$ cat src/rtl/clock_pkg.sv
// ---------------------------------------------------------------------------
// clock_pkg
// Shared types and constants for the alarm-clock user-side controller.
//   state_t     : controller FSM states (ST_SNOOZE_LD only exists when the
//                 CLKSET_SNOOZE_EN macro is defined)
//   target_t    : which core register a finished edit is loaded into
//   add_mode_t  : operating mode of the bcd_time_add helper
//   tensOf/unitsOf : split a small binary value (< 100) into BCD digits
// ---------------------------------------------------------------------------
package clock_pkg;

    localparam int HOUR_MAX = 23;
    localparam int MIN_MAX  = 59;
    localparam int H1_W     = 2;
    localparam int DIGIT_W  = 4;

    typedef enum logic [2:0] {
        ST_IDLE,
        ST_SET_HOUR,
        ST_SET_MIN,
        ST_COMMIT
`ifdef CLKSET_SNOOZE_EN
        , ST_SNOOZE_LD
`endif
    } state_t;

    typedef enum logic {
        TGT_TIME  = 1'b0,
        TGT_ALARM = 1'b1
    } target_t;

    typedef enum logic [1:0] {
        ADD_HOUR,
        ADD_MIN,
        ADD_MIN_CARRY
    } add_mode_t;

    function automatic logic [DIGIT_W-1:0] tensOf(input logic [6:0] v);
        return DIGIT_W'(v / 7'd10);
    endfunction

    function automatic logic [DIGIT_W-1:0] unitsOf(input logic [6:0] v);
        return DIGIT_W'(v % 7'd10);
    endfunction

endpackage

$ cat src/rtl/bcd_time_add.sv
// ---------------------------------------------------------------------------
// bcd_time_add
// Combinational BCD hh:mm adder shared by the field editor and snooze.
//   h1_i/h0_i/m1_i/m0_i : BCD time operand
//   incr_i              : amount to add (minutes, or hours in ADD_HOUR)
//   mode_i              : ADD_HOUR      - hour only, 23 wraps to 00
//                         ADD_MIN       - minute only, 59 wraps to 00, no carry
//                         ADD_MIN_CARRY - minutes with carry into the hour
//   h1_o/h0_o/m1_o/m0_o : BCD result
// The operand is assumed to be a legal time and the increment to cause at
// most one wrap of the affected field.
// ---------------------------------------------------------------------------
module bcd_time_add
    import clock_pkg::*;
(
    input  logic [H1_W-1:0]    h1_i,
    input  logic [DIGIT_W-1:0] h0_i,
    input  logic [DIGIT_W-1:0] m1_i,
    input  logic [DIGIT_W-1:0] m0_i,
    input  logic [5:0]         incr_i,
    input  add_mode_t          mode_i,
    output logic [H1_W-1:0]    h1_o,
    output logic [DIGIT_W-1:0] h0_o,
    output logic [DIGIT_W-1:0] m1_o,
    output logic [DIGIT_W-1:0] m0_o
);

    logic [6:0] hBin;
    logic [6:0] mBin;
    logic [6:0] incr;
    logic [6:0] hSum;
    logic [6:0] mSum;

    // Work in binary: convert, add, wrap, convert back to BCD.
    always_comb begin
        hBin = 7'(h1_i) * 7'd10 + 7'(h0_i);
        mBin = 7'(m1_i) * 7'd10 + 7'(m0_i);
        incr = 7'(incr_i);
        hSum = hBin;
        mSum = mBin;
        case (mode_i)
            ADD_HOUR: begin
                hSum = hBin + incr;
                if (hSum > 7'(HOUR_MAX)) hSum = hSum - 7'(HOUR_MAX + 1);
            end
            ADD_MIN: begin
                mSum = mBin + incr;
                if (mSum > 7'(MIN_MAX)) mSum = mSum - 7'(MIN_MAX + 1);
            end
            ADD_MIN_CARRY: begin
                mSum = mBin + incr;
                if (mSum > 7'(MIN_MAX)) begin
                    mSum = mSum - 7'(MIN_MAX + 1);
                    hSum = hBin + 7'd1;
                    if (hSum > 7'(HOUR_MAX)) hSum = 7'd0;
                end
            end
            default: ;
        endcase
    end

    assign h1_o = H1_W'(tensOf(hSum));
    assign h0_o = unitsOf(hSum);
    assign m1_o = tensOf(mSum);
    assign m0_o = unitsOf(mSum);

endmodule

$ cat src/rtl/clock_set_ctrl.sv
// ---------------------------------------------------------------------------
// clock_set_ctrl
// User-side writer of the alarm-clock core load interface. Debounced button
// levels are edge-detected and drive an edit FSM that produces BCD digits
// plus one-cycle LD_time / LD_alarm strobes; it also owns AL_ON and AL_STOP
// and auto-stops an alarm that rings for too long.
// Optional feature: define CLKSET_SNOOZE_EN to make an inc press while
// ringing stop the alarm and re-arm it SNOOZE_MIN minutes from now.
// Ports:
//   clk_1s, reset        : 1 s clock, asynchronous active-high reset
//   btn_*                : debounced button levels (rising edge = press)
//   Alarm                : ringing indication from the core
//   cur_h1..cur_m0       : current time from the core (BCD)
//   H_in1..M_in0         : digits presented to the core
//   LD_time, LD_alarm    : one-cycle load strobes
//   AL_ON, AL_STOP       : alarm enable level, one-cycle stop strobe
//   edit_active          : high in SET_HOUR / SET_MIN
//   edit_field           : 0 = hour, 1 = minute
// ---------------------------------------------------------------------------
module clock_set_ctrl
    import clock_pkg::*;
#(
    parameter int TIMEOUT    = 30,
    parameter int RING_MAX   = 60,
    parameter int SNOOZE_MIN = 5
)(
    input  logic               clk_1s,
    input  logic               reset,
    input  logic               btn_set_time,
    input  logic               btn_set_alarm,
    input  logic               btn_inc,
    input  logic               btn_next,
    input  logic               btn_al_en,
    input  logic               Alarm,
    input  logic [H1_W-1:0]    cur_h1,
    input  logic [DIGIT_W-1:0] cur_h0,
    input  logic [DIGIT_W-1:0] cur_m1,
    input  logic [DIGIT_W-1:0] cur_m0,
    output logic [H1_W-1:0]    H_in1,
    output logic [DIGIT_W-1:0] H_in0,
    output logic [DIGIT_W-1:0] M_in1,
    output logic [DIGIT_W-1:0] M_in0,
    output logic               LD_time,
    output logic               LD_alarm,
    output logic               AL_ON,
    output logic               AL_STOP,
    output logic               edit_active,
    output logic               edit_field
);

    localparam int IDLE_W = $clog2(TIMEOUT);
    localparam int RING_W = $clog2(RING_MAX);
    localparam logic [IDLE_W-1:0] IDLE_LAST = IDLE_W'(TIMEOUT - 1);
    localparam logic [RING_W-1:0] RING_LAST = RING_W'(RING_MAX - 1);

    state_t  state_q, state_d;
    target_t target_q, target_d;

    logic [4:0] btn_q;
    logic [4:0] btnNow;
    logic [4:0] press;
    logic       pressSetTime, pressSetAlarm, pressInc, pressNext, pressAlEn;
    logic       anyPress;

    logic [H1_W-1:0]    h1_q, h1_d, sh1_q, sh1_d;
    logic [DIGIT_W-1:0] h0_q, h0_d, sh0_q, sh0_d;
    logic [DIGIT_W-1:0] m1_q, m1_d, sm1_q, sm1_d;
    logic [DIGIT_W-1:0] m0_q, m0_d, sm0_q, sm0_d;

    logic [IDLE_W-1:0] idle_q, idle_d;
    logic [RING_W-1:0] ring_q, ring_d;
    logic              alOn_q, alOn_d;
    logic              alStop_q, alStop_d;

    logic [H1_W-1:0]    addH1, sumH1;
    logic [DIGIT_W-1:0] addH0, addM1, addM0, sumH0, sumM1, sumM0;
    logic [5:0]         addIncr;
    add_mode_t          addMode;

    assign btnNow        = {btn_al_en, btn_next, btn_inc, btn_set_alarm, btn_set_time};
    assign press         = btnNow & ~btn_q;
    assign pressSetTime  = press[0];
    assign pressSetAlarm = press[1];
    assign pressInc      = press[2];
    assign pressNext     = press[3];
    assign pressAlEn     = press[4];
    assign anyPress      = |press;

    // In IDLE the adder is pre-set for snooze (current time + SNOOZE_MIN with
    // carry); in the edit states it steps the active field by one.
    always_comb begin
        addH1   = h1_q;
        addH0   = h0_q;
        addM1   = m1_q;
        addM0   = m0_q;
        addIncr = 6'd1;
        addMode = ADD_HOUR;
        case (state_q)
            ST_IDLE: begin
                addH1   = cur_h1;
                addH0   = cur_h0;
                addM1   = cur_m1;
                addM0   = cur_m0;
                addIncr = 6'(SNOOZE_MIN);
                addMode = ADD_MIN_CARRY;
            end
            ST_SET_MIN: addMode = ADD_MIN;
            default: ;
        endcase
    end

    bcd_time_add u_add (
        .h1_i   (addH1),
        .h0_i   (addH0),
        .m1_i   (addM1),
        .m0_i   (addM0),
        .incr_i (addIncr),
        .mode_i (addMode),
        .h1_o   (sumH1),
        .h0_o   (sumH0),
        .m1_o   (sumM1),
        .m0_o   (sumM0)
    );

    // State register and all controller storage.
    always_ff @(posedge clk_1s or posedge reset) begin
        if (reset) begin
            state_q  <= ST_IDLE;
            target_q <= TGT_TIME;
            btn_q    <= '0;
            h1_q     <= '0;
            h0_q     <= '0;
            m1_q     <= '0;
            m0_q     <= '0;
            sh1_q    <= '0;
            sh0_q    <= '0;
            sm1_q    <= '0;
            sm0_q    <= '0;
            idle_q   <= '0;
            ring_q   <= '0;
            alOn_q   <= 1'b0;
            alStop_q <= 1'b0;
        end else begin
            state_q  <= state_d;
            target_q <= target_d;
            btn_q    <= btnNow;
            h1_q     <= h1_d;
            h0_q     <= h0_d;
            m1_q     <= m1_d;
            m0_q     <= m0_d;
            sh1_q    <= sh1_d;
            sh0_q    <= sh0_d;
            sm1_q    <= sm1_d;
            sm0_q    <= sm0_d;
            idle_q   <= idle_d;
            ring_q   <= ring_d;
            alOn_q   <= alOn_d;
            alStop_q <= alStop_d;
        end
    end

    // Next-state logic. Idle and ring counters default to clear, so they only
    // run in the states that explicitly advance them.
    always_comb begin
        state_d  = state_q;
        target_d = target_q;
        h1_d     = h1_q;
        h0_d     = h0_q;
        m1_d     = m1_q;
        m0_d     = m0_q;
        sh1_d    = sh1_q;
        sh0_d    = sh0_q;
        sm1_d    = sm1_q;
        sm0_d    = sm0_q;
        idle_d   = '0;
        ring_d   = '0;
        alOn_d   = alOn_q ^ pressAlEn;
        alStop_d = 1'b0;
        case (state_q)
            ST_IDLE: begin
                if (Alarm) begin
                    // Auto and manual stop in the same cycle fold into one pulse.
                    if (ring_q == RING_LAST) alStop_d = 1'b1;
                    else                     ring_d   = ring_q + RING_W'(1);
                    if (pressNext) begin
                        alStop_d = 1'b1;
                        ring_d   = '0;
                    end
`ifdef CLKSET_SNOOZE_EN
                    else if (pressInc) begin
                        alStop_d = 1'b1;
                        ring_d   = '0;
                        h1_d     = sumH1;
                        h0_d     = sumH0;
                        m1_d     = sumM1;
                        m0_d     = sumM0;
                        state_d  = ST_SNOOZE_LD;
                    end
`endif
                end else if (pressSetTime) begin
                    h1_d     = cur_h1;
                    h0_d     = cur_h0;
                    m1_d     = cur_m1;
                    m0_d     = cur_m0;
                    target_d = TGT_TIME;
                    state_d  = ST_SET_HOUR;
                end else if (pressSetAlarm) begin
                    h1_d     = sh1_q;
                    h0_d     = sh0_q;
                    m1_d     = sm1_q;
                    m0_d     = sm0_q;
                    target_d = TGT_ALARM;
                    state_d  = ST_SET_HOUR;
                end
            end
            ST_SET_HOUR: begin
                if (anyPress) begin
                    if (pressNext) state_d = ST_SET_MIN;
                    else if (pressInc) begin
                        h1_d = sumH1;
                        h0_d = sumH0;
                    end
                end else if (idle_q == IDLE_LAST) state_d = ST_IDLE;
                else idle_d = idle_q + IDLE_W'(1);
            end
            ST_SET_MIN: begin
                if (anyPress) begin
                    if (pressNext) state_d = ST_COMMIT;
                    else if (pressInc) begin
                        m1_d = sumM1;
                        m0_d = sumM0;
                    end
                end else if (idle_q == IDLE_LAST) state_d = ST_IDLE;
                else idle_d = idle_q + IDLE_W'(1);
            end
            ST_COMMIT: begin
                if (target_q == TGT_ALARM) begin
                    sh1_d = h1_q;
                    sh0_d = h0_q;
                    sm1_d = m1_q;
                    sm0_d = m0_q;
                end
                state_d = ST_IDLE;
            end
`ifdef CLKSET_SNOOZE_EN
            ST_SNOOZE_LD: begin
                sh1_d   = h1_q;
                sh0_d   = h0_q;
                sm1_d   = m1_q;
                sm0_d   = m0_q;
                state_d = ST_IDLE;
            end
`endif
            default: state_d = ST_IDLE;
        endcase
    end

    // Load strobes decode straight from the one-cycle load states.
    always_comb begin
        LD_time  = (state_q == ST_COMMIT) && (target_q == TGT_TIME);
        LD_alarm = (state_q == ST_COMMIT) && (target_q == TGT_ALARM);
`ifdef CLKSET_SNOOZE_EN
        if (state_q == ST_SNOOZE_LD) LD_alarm = 1'b1;
`endif
    end

    assign H_in1       = h1_q;
    assign H_in0       = h0_q;
    assign M_in1       = m1_q;
    assign M_in0       = m0_q;
    assign AL_ON       = alOn_q;
    assign AL_STOP     = alStop_q;
    assign edit_active = (state_q == ST_SET_HOUR) || (state_q == ST_SET_MIN);
    assign edit_field  = (state_q == ST_SET_MIN);

endmodule

$ cat config.mk
export PLATFORM = sky130hd
export DESIGN_NAME = clock_set_ctrl
export DESIGN_NICKNAME = d
export VERILOG_FILES = /design/src/rtl/clock_pkg.sv /design/src/rtl/bcd_time_add.sv /design/src/rtl/clock_set_ctrl.sv
export SDC_FILE = /design/constraint.sdc
export NUM_CORES = 1
export LEC_CHECK = 0
export BUFFER_PORTS_ARGS = -buffer_cell sky130_fd_sc_hd__buf_4
export CORE_MARGIN = 3
export CORE_UTILIZATION = 65
export DETAILED_ROUTE_END_ITERATION = 8
export PLACE_DENSITY = 0.83
export SLEW_MARGIN = 20
export SYNTH_ARGS = -nofsm -noshare
export SYNTH_HDL_FRONTEND = slang
export SYNTH_SLANG_ARGS = --single-unit
$ cat constraint.sdc
create_clock -name clk_1s -period 10.45 [get_ports clk_1s]
set_input_delay 1.045 -clock clk_1s [delete_from_list [all_inputs] [get_ports clk_1s]]
set_output_delay 1.045 -clock clk_1s [all_outputs]
set_load 0.01 [all_outputs]
Word level (Yosys, flattened, before mapping) --
Cells that the tools add are included.
Operators by class: add/sub/neg operators 9, multiply operators 2, divide/modulo/power cells 4, $lt $le $gt $ge 3, eq/ne operators 17, multiplexer cells 62, bitwise gates (word level) 5, reductions and logical operators 16
Operator list (number):
- 2-to-1 mux 4 bit | 21
- 2-to-1 mux 7 bit | 5
- 2-to-1 mux 3 bit | 9
- 2-to-1 mux 6 bit | 4
- one-hot mux 4 bit (2 select lines) | 3
- 2-to-1 mux 5 bit | 3
- adder 7 x 3 -> 7 bit | 2
- divider 7 x 4 -> 7 bit (second input constant) | 2
- > comparator 7 x 5 -> 1 bit (second input constant) | 2
- modulo 7 x 4 -> 7 bit (second input constant) | 2
- 2-to-1 mux 2 bit | 7
- one-hot mux 7 bit (2 select lines) | 1
- AND reduction 6 bit | 2
- inequality test 2 bit (second input constant) | 5
- inequality test 3 bit (second input constant) | 3
- one-hot mux 3 bit (3 select lines) | 1
- one-hot mux 2 bit (2 select lines) | 2
- adder 6 x 4 -> 7 bit | 1
- adder 7 x 1 -> 7 bit (second input constant) | 1
- adder 7 x 4 -> 7 bit | 1
- > comparator 7 x 6 -> 1 bit (second input constant) | 1
- subtractor 7 x 5 -> 7 bit (second input constant) | 1
- subtractor 7 x 6 -> 7 bit (second input constant) | 1
- adder 6 x 1 -> 6 bit (second input constant) | 1
- other kinds (25) | 37
Word-level totals: bits in registers 50, bits of input ports 22, logic and storage cells 133

Depth between registers and ports, before layout --
Gate-level depths: netlist (run 1).
depth in word-level cells 14, depth in mapped cells 31, depth with buffers taken out 27

By module --
Synthesis (run 1) repeated with hierarchy kept, for this count alone.
Unflattened totals: cell total of the unflattened synthesis 581, area, all modules 5146.2 µm²
Modules (own cells, without submodules):
- bcd_time_add | instances 1, cells each 348, area an instance 2642.5 µm², sequential area each 0.0 µm²
- clock_set_ctrl | instances 1, cells each 233, area an instance 2503.7 µm², sequential area each 1251.2 µm²

Worst setup path after synthesis (run 1) --
OpenSTA, ideal clock, no wires.
kind reg-to-reg, start register state_q[1], end register h0_q[2], in the netlist H_in0[2], setup time 0.076 ns, data arrival time 6.486 ns, required time 10.374 ns, setup slack 3.887 ns, cell stages (with the launch flop) 31, path buffers 4, clock period less this slack 6.563 ns, cell sequence dfrtp_1 -> buf_6 -> nor3_4 -> buf_2 -> buf_1 -> mux2_2 -> ha_1 -> inv_1 -> fa_1 -> inv_1 -> ha_1 -> and2_1 -> o211a_1 -> a211oi_2 -> ha_1 -> nand2_1 -> nand3_1 -> or2_0 -> buf_1 -> a21oi_1 -> a2111oi_2 -> o21ai_0 -> mux2_2 -> o211a_1 -> ha_1 -> inv_1 -> a21oi_1 -> maj3_1 -> o211a_1 -> o311a_1 -> o21ai_1
Between the ends: cells in the longest elaborated chain, start to end 14
RTL lines:
- from (decl) | line clock_set_ctrl.sv:56 | state_t state_q, state_d;
- from (signal assigned) | line clock_set_ctrl.sv:144 | state_q <= state_d;
- branches (longest 14 deep; another with adder 7 x 4 -> 7 bit)
- to (signal assigned) | line clock_set_ctrl.sv:132 | h0_q <= '0;
- to (signal assigned) | line clock_set_ctrl.sv:148 | h0_q <= h0_d;
- to (decl) | line clock_set_ctrl.sv:66 | logic [DIGIT_W-1:0] h0_q, h0_d, sh0_q, sh0_d;
Several ways; the timed one is not identified. The select of a mux whose other input is x is not followed. A chain may end at the register's enable or synchronous reset.

Final worst setup path (run 1) --
Same ends and word-level chain as after synthesis.

==> results.tsv, run 1 <==
stage	metric	value	unit
power	p_leak	2.31	nW
floorplan	rows	30	
timing	setup-violations-final	0	
worst_setup_path	cp-end-kind	register	
clock_network	post_cts_buffers	0	
routing	drcViolationCount	0	
timing	hold_viol	0	
timing	period_share	71.7	%
routing	vias_per_cell	6.69	
synth	synth_top_cell_area_share	26.7	%
timing	max_freq	133	MHz
layout	drive_above_1_share	16.9	%
synth	synth_cells	577	
flow_run	maxCapViolations	0	
synth	syn-num-nets	624	
clock_network	path_clk_slew	0.09	ns
routing	first_pass_iters	5	
grt	grt_pass1_vias	4386	
worst_setup_path	critPathArrivalTime	7.73	ns
outcome	status	complete, no violations	
routing	drt_wl_total	12800	µm
floorplan	core_area	6910	µm²
synth	yosysTopAreaCell	dfrtp_1	
clock_network	cts_buffer_depth	2	
floorplan	fp.dieH	90.9	µm
clock_network	cts_max_level	2	
clock_network	clock-sinks	50	
routing	ant_nets	0	
layout	register_area	1250	µm²
worst_hold_path	hp-class	reg -> reg	
timing	period_needed	7.49	ns
power	vdd_drop_max	161	µV
grt	grt_overflow_total	0	
synth	avgSynthCellArea	8.12	µm²
grt	antenna_found_initial	0	
layout	final_common_cell	nand2_1	
synth	synth-main-ff-cell	dfrtp_1	
timing	setup_tns	0	ns
synth	syn_area	4690	µm²
place	gp_congestion	0.953	
layout	nets	649	
layout	n_antenna_cell	0	
timing	hold-worst-slack	0.481	ns
routing	vias	4676	
clock_network	cts_buffers	5	
worst_setup_path	path_class	reg -> reg	
place	dpl.hpwl	9610	µm
worst_setup_path	crit_fanout	19	
layout	area_delta_synth_final	10.2	%
timing	fin_skew	0.00595	ns
synth	synth_seq_cells	50	
power	pwr_density_cell	225	nW/µm²
floorplan	io_pins	42	
layout	fill_cells	544	
routing	drtIter0Drc	348	
synth	ys_types	77	
grt	grt_pass1_wl	21100	µm
synth	synth_warnings	0	
timing	worst_pin_slew	1.03	ns
clock_network	cts_resized	0	
floorplan	chipWidth	90.9	µm
grt	grt_max_degree	51	
floorplan	start_util	67.9	%
clock_network	cts_tree	done	
worst_setup_path	r2r_setup_slack	2.96	ns
place	portBuffers	41	
grt	track_usage	30.6	%
worst_setup_path	cpPeakStageDelay	0.77	ns
clock_network	clkLatencyLatePin	0.30	ns
layout	final_util	74.8	%
synth	synthArstFlopShare	100	%
timing	max_slew_margin	30.8	%
synth	synth_seq_area_share	26.7	%
routing	wire_per_inst	18.3	µm
synth	synth-edff-count	0	
worst_setup_path	crit_path_start_kind	register	
worst_setup_path	worstPathRequired	10.69	ns
layout	layout_common_cells	nand2_1, nor2_1, dfrtp_1, buf_4, a21oi_1	
floorplan	fp.dieArea	8270	µm²
layout	multiInputGateArea	3230	µm²
worst_setup_path	cp_slowest_cell	o211ai_1	
synth	synth.area.top_cells	dfrtp_1, ha_1, mux2_2, nand2_1, nor2_1	
clock_network	ctsHoldBuffers	0	
clock_network	cts-root-buf	clkbuf_8	
timing	grt_setup_unrepaired	false	
timing	drv_slew	0	
==> registers in the layout, indices dropped and copies added (netlist names), 3 cells and up <==
signal   cells
H_in0        4
M_in1        4
sh0_q        4
idle_q       5
M_in0        4
ring_q       6
btn_q        5
sm0_q        4
sm1_q        4
state_q      3
==> critical path, delay by kind of cell (launching register included) <==
family	cells	cell delay, ns
simple gates	6	1.58
compound gates	9	2.34
flops	1	0.61
mux	2	0.80
buf+inv	4	0.35
fa+ha+maj	6	1.73
==> through the flow <==
step           setup slack (ns)  cell area (µm²)  cells  power [mW]
2_1_floorplan              3.89             4690    577       0.819
3_3_place_gp               3.50             5020    690       0.954
4_1_cts                    3.12             5160    698        1.14
3_5_place_dp               3.16             5020    690       0.979
6_report                   2.96             5160    699        1.16
5_1_grt                    2.43             5160    699        1.25
==> cells by family (layout without fill, tap and decap cells) <==
group                    after synthesis  after routing  share of synthesized area (%)
XOR/XNOR                              29             29                           6.38
AO/OA/AOI/OAI                        162            162                           24.5
adder cells (fa/ha/maj)               27             27                           7.26
flip-flops                            50             50                           26.7
multiplexers                          36             36                           8.46
other                                  1              1                         0.0800
buffers and inverters                 51             77                           4.40
AND/OR/NAND/NOR                      221            221                           22.2
==> metal layers <==
metal,vias to the layer above,share of wire [%],global-route usage [%]
met1,2222,40,39.5
li1,2188,-,-
met4,0,2.9,8.42
met2,229,50,53.5
met5,-,0,0
met3,37,7.0,4.25
==> where the power goes <==
| group | leakage [nW] | internal, mW | switching [mW] |
|---|---|---|---|
| clock | 0.0683 | 0.0959 | 0.0664 |
| combinational | 1.58 | 0.308 | 0.462 |
| sequential | 0.670 | 0.209 | 0.0210 |
| total | 2.31 | 0.612 | 0.550 |
==> final timing paths <==
path                            start         to  cells past startpoint
max                        state_q[1]   H_in0[2]                     27
min                         ring_q[0]  ring_q[0]                      1
max reg2reg                state_q[1]   H_in0[2]                     27
min reg2reg                 ring_q[0]  ring_q[0]                      1
max in group asynchronous       reset   sm1_q[2]                      2
min in group asynchronous       reset   btn_q[3]                      2
==> cell type report <==
type,count,share of cell area (%)
inverter,24,1.77
clock inverter,3,1.33
multi-input combinational,476,62.5
tap,96,2.33
timing repair buffer,45,6.49
sequential,50,24.2
clock buffer,5,1.33
==> synth_stat cells, types with 5 or more instances <==
master and n:
a21o_1 6, a21oi_1 32, a311oi_1 6, a31oi_1 19
and2_1 8, and3_1 8, buf_2 6, clkbuf_1 17
dfrtp_1 50, ha_1 24, inv_1 22, mux2_2 24
mux2i_1 10, nand2_1 66, nand2b_1 5, nand3_1 29
nand4_1 6, nor2_1 60, nor2b_1 5, nor3_1 13
o2111ai_1 5, o211ai_1 5, o21ai_0 21, o21ai_1 7
or2_2 7, xnor2_1 14, xor2_1 11
Note: power is estimated with default switching activity, not from simulation.
==> run 2, diff against run 1 <==
--- a/config.mk
+++ b/config.mk
@@ -5,11 +5,12 @@
 export SDC_FILE = /design/constraint.sdc
 export NUM_CORES = 1
 export LEC_CHECK = 0
+export ABC_AREA = 1
 export BUFFER_PORTS_ARGS = -buffer_cell sky130_fd_sc_hd__buf_4
 export CORE_MARGIN = 3
-export CORE_UTILIZATION = 65
+export CORE_UTILIZATION = 55
 export DETAILED_ROUTE_END_ITERATION = 8
-export PLACE_DENSITY = 0.83
+export PLACE_DENSITY = 0.75
 export SLEW_MARGIN = 20
 export SYNTH_ARGS = -nofsm -noshare
 export SYNTH_HDL_FRONTEND = slang
==> constraint.sdc (replaced) <==
create_clock -name clk_1s -period 6.49 [get_ports clk_1s]
set_input_delay 0.649 -clock clk_1s [delete_from_list [all_inputs] [get_ports clk_1s]]
set_output_delay 0.649 -clock clk_1s [all_outputs]
set_load 0.01 [all_outputs]
==> results.tsv, run 2 <==
stage	metric	value	unit	change
timing	setup_tns	0	ns	unchanged
timing	drv_slew	0		unchanged
outcome	status	complete, no violations		
clock_network	cts-root-buf	clkbuf_8		
worst_setup_path	crit_fanout	27		+8
clock_network	clock-sinks	50		unchanged
grt	grt_overflow_total	0		unchanged
timing	fin_skew	0.00839	ns	+0.00244 ns
synth	syn-num-nets	743		+19%
layout	largest_register_ffs	6		unchanged
worst_setup_path	crit_buf_inv	7		+3
worst_setup_path	r2r_setup_slack	0.67	ns	-2.29 ns
routing	drtIter0Drc	214		-39%
synth	synth-edff-count	0		unchanged
layout	top_register	ring_q		
worst_setup_path	cp_slowest_cell	fa_1		
worst_setup_path	worstPathRequired	6.69	ns	-4.00 ns
layout	reg_top3	ring_q x6, btn_q x5, idle_q x5		
synth	synthTopCellsByCount	nand2_1, inv_1, nor2_1		
worst_setup_path	startpoint	state_q[1]		
floorplan	chipWidth	97.7	µm	+7.5%
place	gp_congestion	0.914		-4.1%
worst_setup_path	r2r-start	state_q[1]		
layout	fill_cells	684		+26%
worst_hold_path	hp-class	in -> reg		
synth	synth-main-ff-cell	dfrtp_1		
worst_setup_path	cpPeakStageDelay	0.57	ns	-0.20 ns
synth	syn_area	4630	µm²	-1.3%
synth	synth_seq_area_share	27.0	%	+0.34 points
synth	synthArstFlopShare	100	%	unchanged
layout	area_delta_synth_final	10.6	%	
grt	track_usage	24.3	%	-6.2 points
layout	n_antenna_cell	0		unchanged
clock_network	cts_max_level	2		unchanged
synth	synth_seq_cells	50		unchanged
floorplan	fp.dieArea	9550	µm²	+16%
grt	grt_max_degree	51		unchanged
worst_setup_path	critPathArrivalTime	6.02	ns	-1.71 ns
timing	worst_pin_slew	0.974	ns	-0.0573 ns
synth	avgSynthCellArea	6.65	µm²	-18%
worst_setup_path	path_delay_family	simple AND/OR/NAND/NOR gates		
synth	ys_types	46		-40%
clock_network	cts_buffers	5		unchanged
routing	drcViolationCount	0		unchanged
routing	drt_wl_total	11200	µm	-12%
routing	vias_per_cell	5.32		-20%
floorplan	start_util	58.4	%	-9.5 points
routing	ant_nets	0		unchanged
floorplan	rows	32		+6.7%
timing	period_share	89.8	%	+18 points
layout	nets	783		+21%
layout	drive_above_1_share	17.8	%	+0.86 points
timing	period_needed	5.82	ns	-1.67 ns
worst_setup_path	path_class	reg -> reg		
grt	grt_pass1_vias	4390		+0.091%
timing	max_slew_margin	34.6	%	+3.8 points
layout	multiInputGateArea	2870	µm²	-11%
grt	antenna_found_initial	0		unchanged
layout	register_area	1250	µm²	unchanged
synth	synth.area.top_cells	dfrtp_1, nand2_1, inv_1, ha_1, nand3_1		
floorplan	core_area	7930	µm²	+15%
place	portBuffers	41		unchanged
timing	hold_viol	0		unchanged
routing	first_pass_iters	5		unchanged
timing	max_freq	172	MHz	+29%
worst_setup_path	path_depth	37		+37%
worst_setup_path	cp-end-kind	register		
worst_setup_path	r2r-end	M_in0[1]		
place	dpl.hpwl	8780	µm	-8.6%
clock_network	ctsHoldBuffers	0		unchanged
worst_setup_path	r2r.worst_path.cells	37		+37%
synth	yosysTopAreaCell	dfrtp_1		
timing	grt_setup_unrepaired	false		
synth	synth_cells	696		+21%
synth	synth_warnings	0		unchanged
worst_setup_path	crit_path_end	M_in0[1]		
layout	layout_common_cells	nand2_1, inv_1, nor2_1, nand3_1, dfrtp_1		
floorplan	io_pins	42		unchanged
worst_setup_path	crit_path_start_kind	register		
clock_network	cts_tree	done		
routing	vias	4462		-4.6%
synth	synth_top_cell_area_share	27.0	%	+0.34 points
worst_setup_path	critPathMostFrequentCell	nand2_1		
clock_network	cts_buffer_depth	2		unchanged
timing	setup-violations-final	0		unchanged
clock_network	path_clk_slew	0.09	ns	about the same
routing	wire_per_inst	13.4	µm	-27%
synth	synth.most_common_cell	nand2_1		
layout	final_common_cell	nand2_1		
floorplan	fp.dieH	97.7	µm	+7.5%
grt	grt_pass1_wl	19800	µm	-6.2%
clock_network	clkLatencyLatePin	0.30	ns	about the same
flow_run	maxCapViolations	0		unchanged
run 2: area by class of cell:
cell class,instances,area share (%)
inverters,115,8.46
well taps,102,2.49
clock buffers,7,1.69
clock inverters,1,0.0978
flip-flops and latches,50,24.4
multi-input cells,518,56.1
repair buffers,46,6.75
run 2: worst reg2reg max path: cells and delay by family (launching register included):
family	cells	cell delay, ns
AO/OA/AOI/OAI	4	1.01
buffers and inverters	7	0.67
flip-flops	1	0.42
AND/OR/NAND/NOR	22	2.41
adder cells (fa/ha/maj)	4	1.23
run 2: worst min-delay path by stage:
stage	startpoint	to	slack, ns	depth (start not counted)
floorplan	ring_q[0]	ring_q[0]	0.43	1
global placement	ring_q[0]	ring_q[0]	0.45	1
detailed placement	sm1_q[3]	sm1_q[3]	0.46	2
CTS	btn_set_time	btn_q[0]	0.45	1
global route	btn_al_en	btn_q[4]	0.45	1
finish	btn_set_time	btn_q[0]	0.46	1
run 2: per-stage QoR:
| stage | instances | worst slack (ns) | hold WS (ns) | instance area (µm²) | utilization (%) |
|---|---|---|---|---|---|
| 2_1_floorplan | 696 | 1.35 | 0.433 | 4630 | - |
| 3_3_place_gp | 831 | 0.876 | 0.452 | 5020 | 63.4 |
| 3_5_place_dp | 831 | 0.605 | 0.460 | 5020 | 63.4 |
| 4_1_cts | 839 | 0.598 | 0.448 | 5120 | 64.5 |
| 5_1_grt | 839 | 0.0516 | 0.449 | 5120 | 64.6 |
| 6_report | 839 | 0.665 | 0.461 | 5120 | 64.6 |
run 2: layer usage:
layer,GRT usage [%],part of all wire [%]
met4,7.14,1.9
met3,2.43,3.3
met5,0,0
met2,42.1,48
met1,32.4,46
run 2: what timing repair did:
action / 4_1_cts / 5_1_grt
gates resized for setup: 0 / 1
setup endpoints to repair: 0 / 4
buffers inserted: 0 / 0
run 2: kinds of logic (layout without fill, tap and decap cells):
kind of cell / count (synthesis) / count (layout) / share of synthesized area [%]
AO/OA/AOI/OAI: 103 / 103 / 13.0
XOR/XNOR: 14 / 14 / 2.81
adder cells (fa/ha/maj): 25 / 25 / 6.92
buffers and inverters: 128 / 169 / 11.0
flip-flops: 50 / 50 / 27.0
other: 1 / 1 / 0.0810
AND/OR/NAND/NOR: 375 / 375 / 39.1
Power of run 2 is left out: the tool's default activity adds up to more than one toggle a clock period on the data nets, which glitch-free logic cannot reach.
==> run 3, diff against run 2 <==
--- a/config.mk
+++ b/config.mk
@@ -8,9 +8,9 @@
 export ABC_AREA = 1
 export BUFFER_PORTS_ARGS = -buffer_cell sky130_fd_sc_hd__buf_4
 export CORE_MARGIN = 3
-export CORE_UTILIZATION = 55
+export CORE_UTILIZATION = 61
 export DETAILED_ROUTE_END_ITERATION = 8
-export PLACE_DENSITY = 0.75
+export PLACE_DENSITY = 0.79
 export SLEW_MARGIN = 20
 export SYNTH_ARGS = -nofsm -noshare
 export SYNTH_HDL_FRONTEND = slang
==> constraint.sdc (replaced) <==
create_clock -name clk_1s -period 6.4 [get_ports clk_1s]
set_input_delay 0.64 -clock clk_1s [delete_from_list [all_inputs] [get_ports clk_1s]]
set_output_delay 0.64 -clock clk_1s [all_outputs]
set_load 0.01 [all_outputs]
==> results.tsv, run 3 (synthesis results as in run 2) <==
stage	metric	value	unit	change
layout	nets	782		-0.13%
routing	drcViolationCount	0		unchanged
timing	worst_pin_slew	1.11	ns	+0.133 ns
floorplan	io_pins	42		unchanged
timing	drv_slew	0		unchanged
grt	antenna_found_initial	0		unchanged
place	portBuffers	41		unchanged
worst_hold_path	hold_end	btn_q[1]		
worst_setup_path	r2r-end	M_in0[1]		
routing	vias	4551		+2.0%
routing	vias_per_cell	5.45		+2.5%
worst_setup_path	r2r_setup_slack	0.61	ns	-0.06 ns
floorplan	start_util	63.5	%	+5.1 points
timing	hold_viol	0		unchanged
layout	layout_common_cells	nand2_1, inv_1, nor2_1, nand3_1, dfrtp_1		
floorplan	chipWidth	93.1	µm	-4.7%
place	placed_area	5010	µm²	-0.22%
timing	grt_setup_unrepaired	false		
layout	final_cell_area	5130	µm²	+0.22%
grt	grt_overflow_total	0		unchanged
worst_setup_path	critPathArrivalTime	5.99	ns	-0.03 ns
worst_hold_path	hold_depth	1		unchanged
layout	top_register	ring_q		
floorplan	rows	31		-3.1%
layout	n_antenna_cell	0		unchanged
clock_network	cts_max_level	2		unchanged
place	dpl.hpwl	8860	µm	+0.89%
timing	setup-violations-final	0		unchanged
layout	area_delta_synth_final	10.8	%	
clock_network	cts_buffer_depth	2		unchanged
worst_hold_path	hp-class	in -> reg		
routing	drtIter0Drc	264		+23%
clock_network	clock-sinks	50		unchanged
layout	final_common_cell	nand2_1		
timing	setup_tns	0	ns	unchanged
timing	setup_slack	0.607	ns	-0.0579 ns
floorplan	fp.dieArea	8670	µm²	-9.2%
timing	max_freq	173	MHz	+0.55%
grt	grt_max_degree	51		unchanged
routing	first_pass_iters	5		unchanged
grt	grt_pass1_wl	19100	µm	-3.3%
timing	fin_skew	0.00611	ns	-0.00228 ns
timing	hold-worst-slack	0.446	ns	-0.0147 ns
grt	track_usage	27.0	%	+2.7 points
worst_setup_path	crit_fanout	27		unchanged
clock_network	post_cts_buffers	0		unchanged
floorplan	core_area	7290	µm²	-8.0%
place	gp_congestion	0.889		-2.8%
layout	drive_above_1_share	17.8	%	+0.024 points
floorplan	fp.dieH	93.1	µm	-4.7%
timing	max_slew_margin	25.5	%	-9.0 points
worst_setup_path	r2r-start	state_q[1]		
worst_hold_path	min-delay-start	btn_set_alarm		
routing	wire_per_inst	13.6	µm	+1.9%
clock_network	cts-root-buf	clkbuf_8		
clock_network	ctsHoldBuffers	0		unchanged
flow_run	maxCapViolations	0		unchanged
worst_setup_path	crit_path_start_kind	register		
clock_network	clkLatencyLatePin	0.30	ns	about the same
layout	reg_top3	ring_q x6, btn_q x5, idle_q x5		
worst_setup_path	path_class	reg -> reg		
timing	period_needed	5.79	ns	-0.0321 ns
clock_network	cts_resized	0		unchanged
outcome	status	complete, no violations		
worst_setup_path	cp-end-kind	register		
routing	drt_wl_total	11400	µm	+1.4%
timing	period_share	90.5	%	+0.76 points
clock_network	path_clk_slew	0.09	ns	about the same
worst_setup_path	worstPathRequired	6.60	ns	-0.09 ns
clock_network	cts_tree	done		
worst_setup_path	critPathMostFrequentCell	nand2_1		
clock_network	cts_buffers	5		unchanged
routing	ant_nets	0		unchanged
place	preCtsSetupSlack	0.463	ns	-0.142 ns
worst_setup_path	r2r.worst_path.cells	38		+2.7%
layout	largest_register_ffs	6		unchanged
worst_setup_path	cp_slowest_cell	fa_1		
grt	grt_pass1_vias	4238		-3.5%
worst_setup_path	cpPeakStageDelay	0.50	ns	-0.07 ns
## run 3: worst max path at each step
stage,cells past startpoint,slack [ns],startpoint,endpoint
finish,38,0.61,state_q[1],M_in0[1]
floorplan,44,1.26,state_q[2],M_in0[2]
CTS,38,0.44,state_q[1],M_in0[1]
detailed placement,38,0.46,state_q[1],M_in0[1]
global placement,45,0.77,state_q[1],M_in0[2]
global route,43,0.05,state_q[1],M_in0[1]
## run 3: routing by layer
layer / part of all wire [%] / track usage, %
met3: 4.9 / 2.57
met1: 44 / 36.1
met4: 1.7 / 9.04
met5: 0 / 0
met2: 49 / 45.9
## run 3: area by class of cell
type	count	area, µm²
repair buffers	45	338
inverters	115	433
clock inverters	2	37.5
well taps	99	124
multi-input cells	518	2870
clock buffers	6	72.6
fillers	674	2160
flip-flops and latches	50	1250
## run 3: worst max-delay path, delay by kind of cell (launching register included)
family,cells,cell delay (ns)
DFF,1,0.42
and+or+nand+nor,22,2.39
adders and majority gates,5,1.37
AOI/OAI and AO/OA,4,0.88
buffers and inverters,7,0.58
## run 3: metrics by stage
stage	instances	utilization [%]
floorplan	696	-
global placement	827	68.8
detailed placement	827	68.8
CTS	835	70.3
global route	835	70.3
finish	835	70.3
Power of run 3 is left out for the same reason.
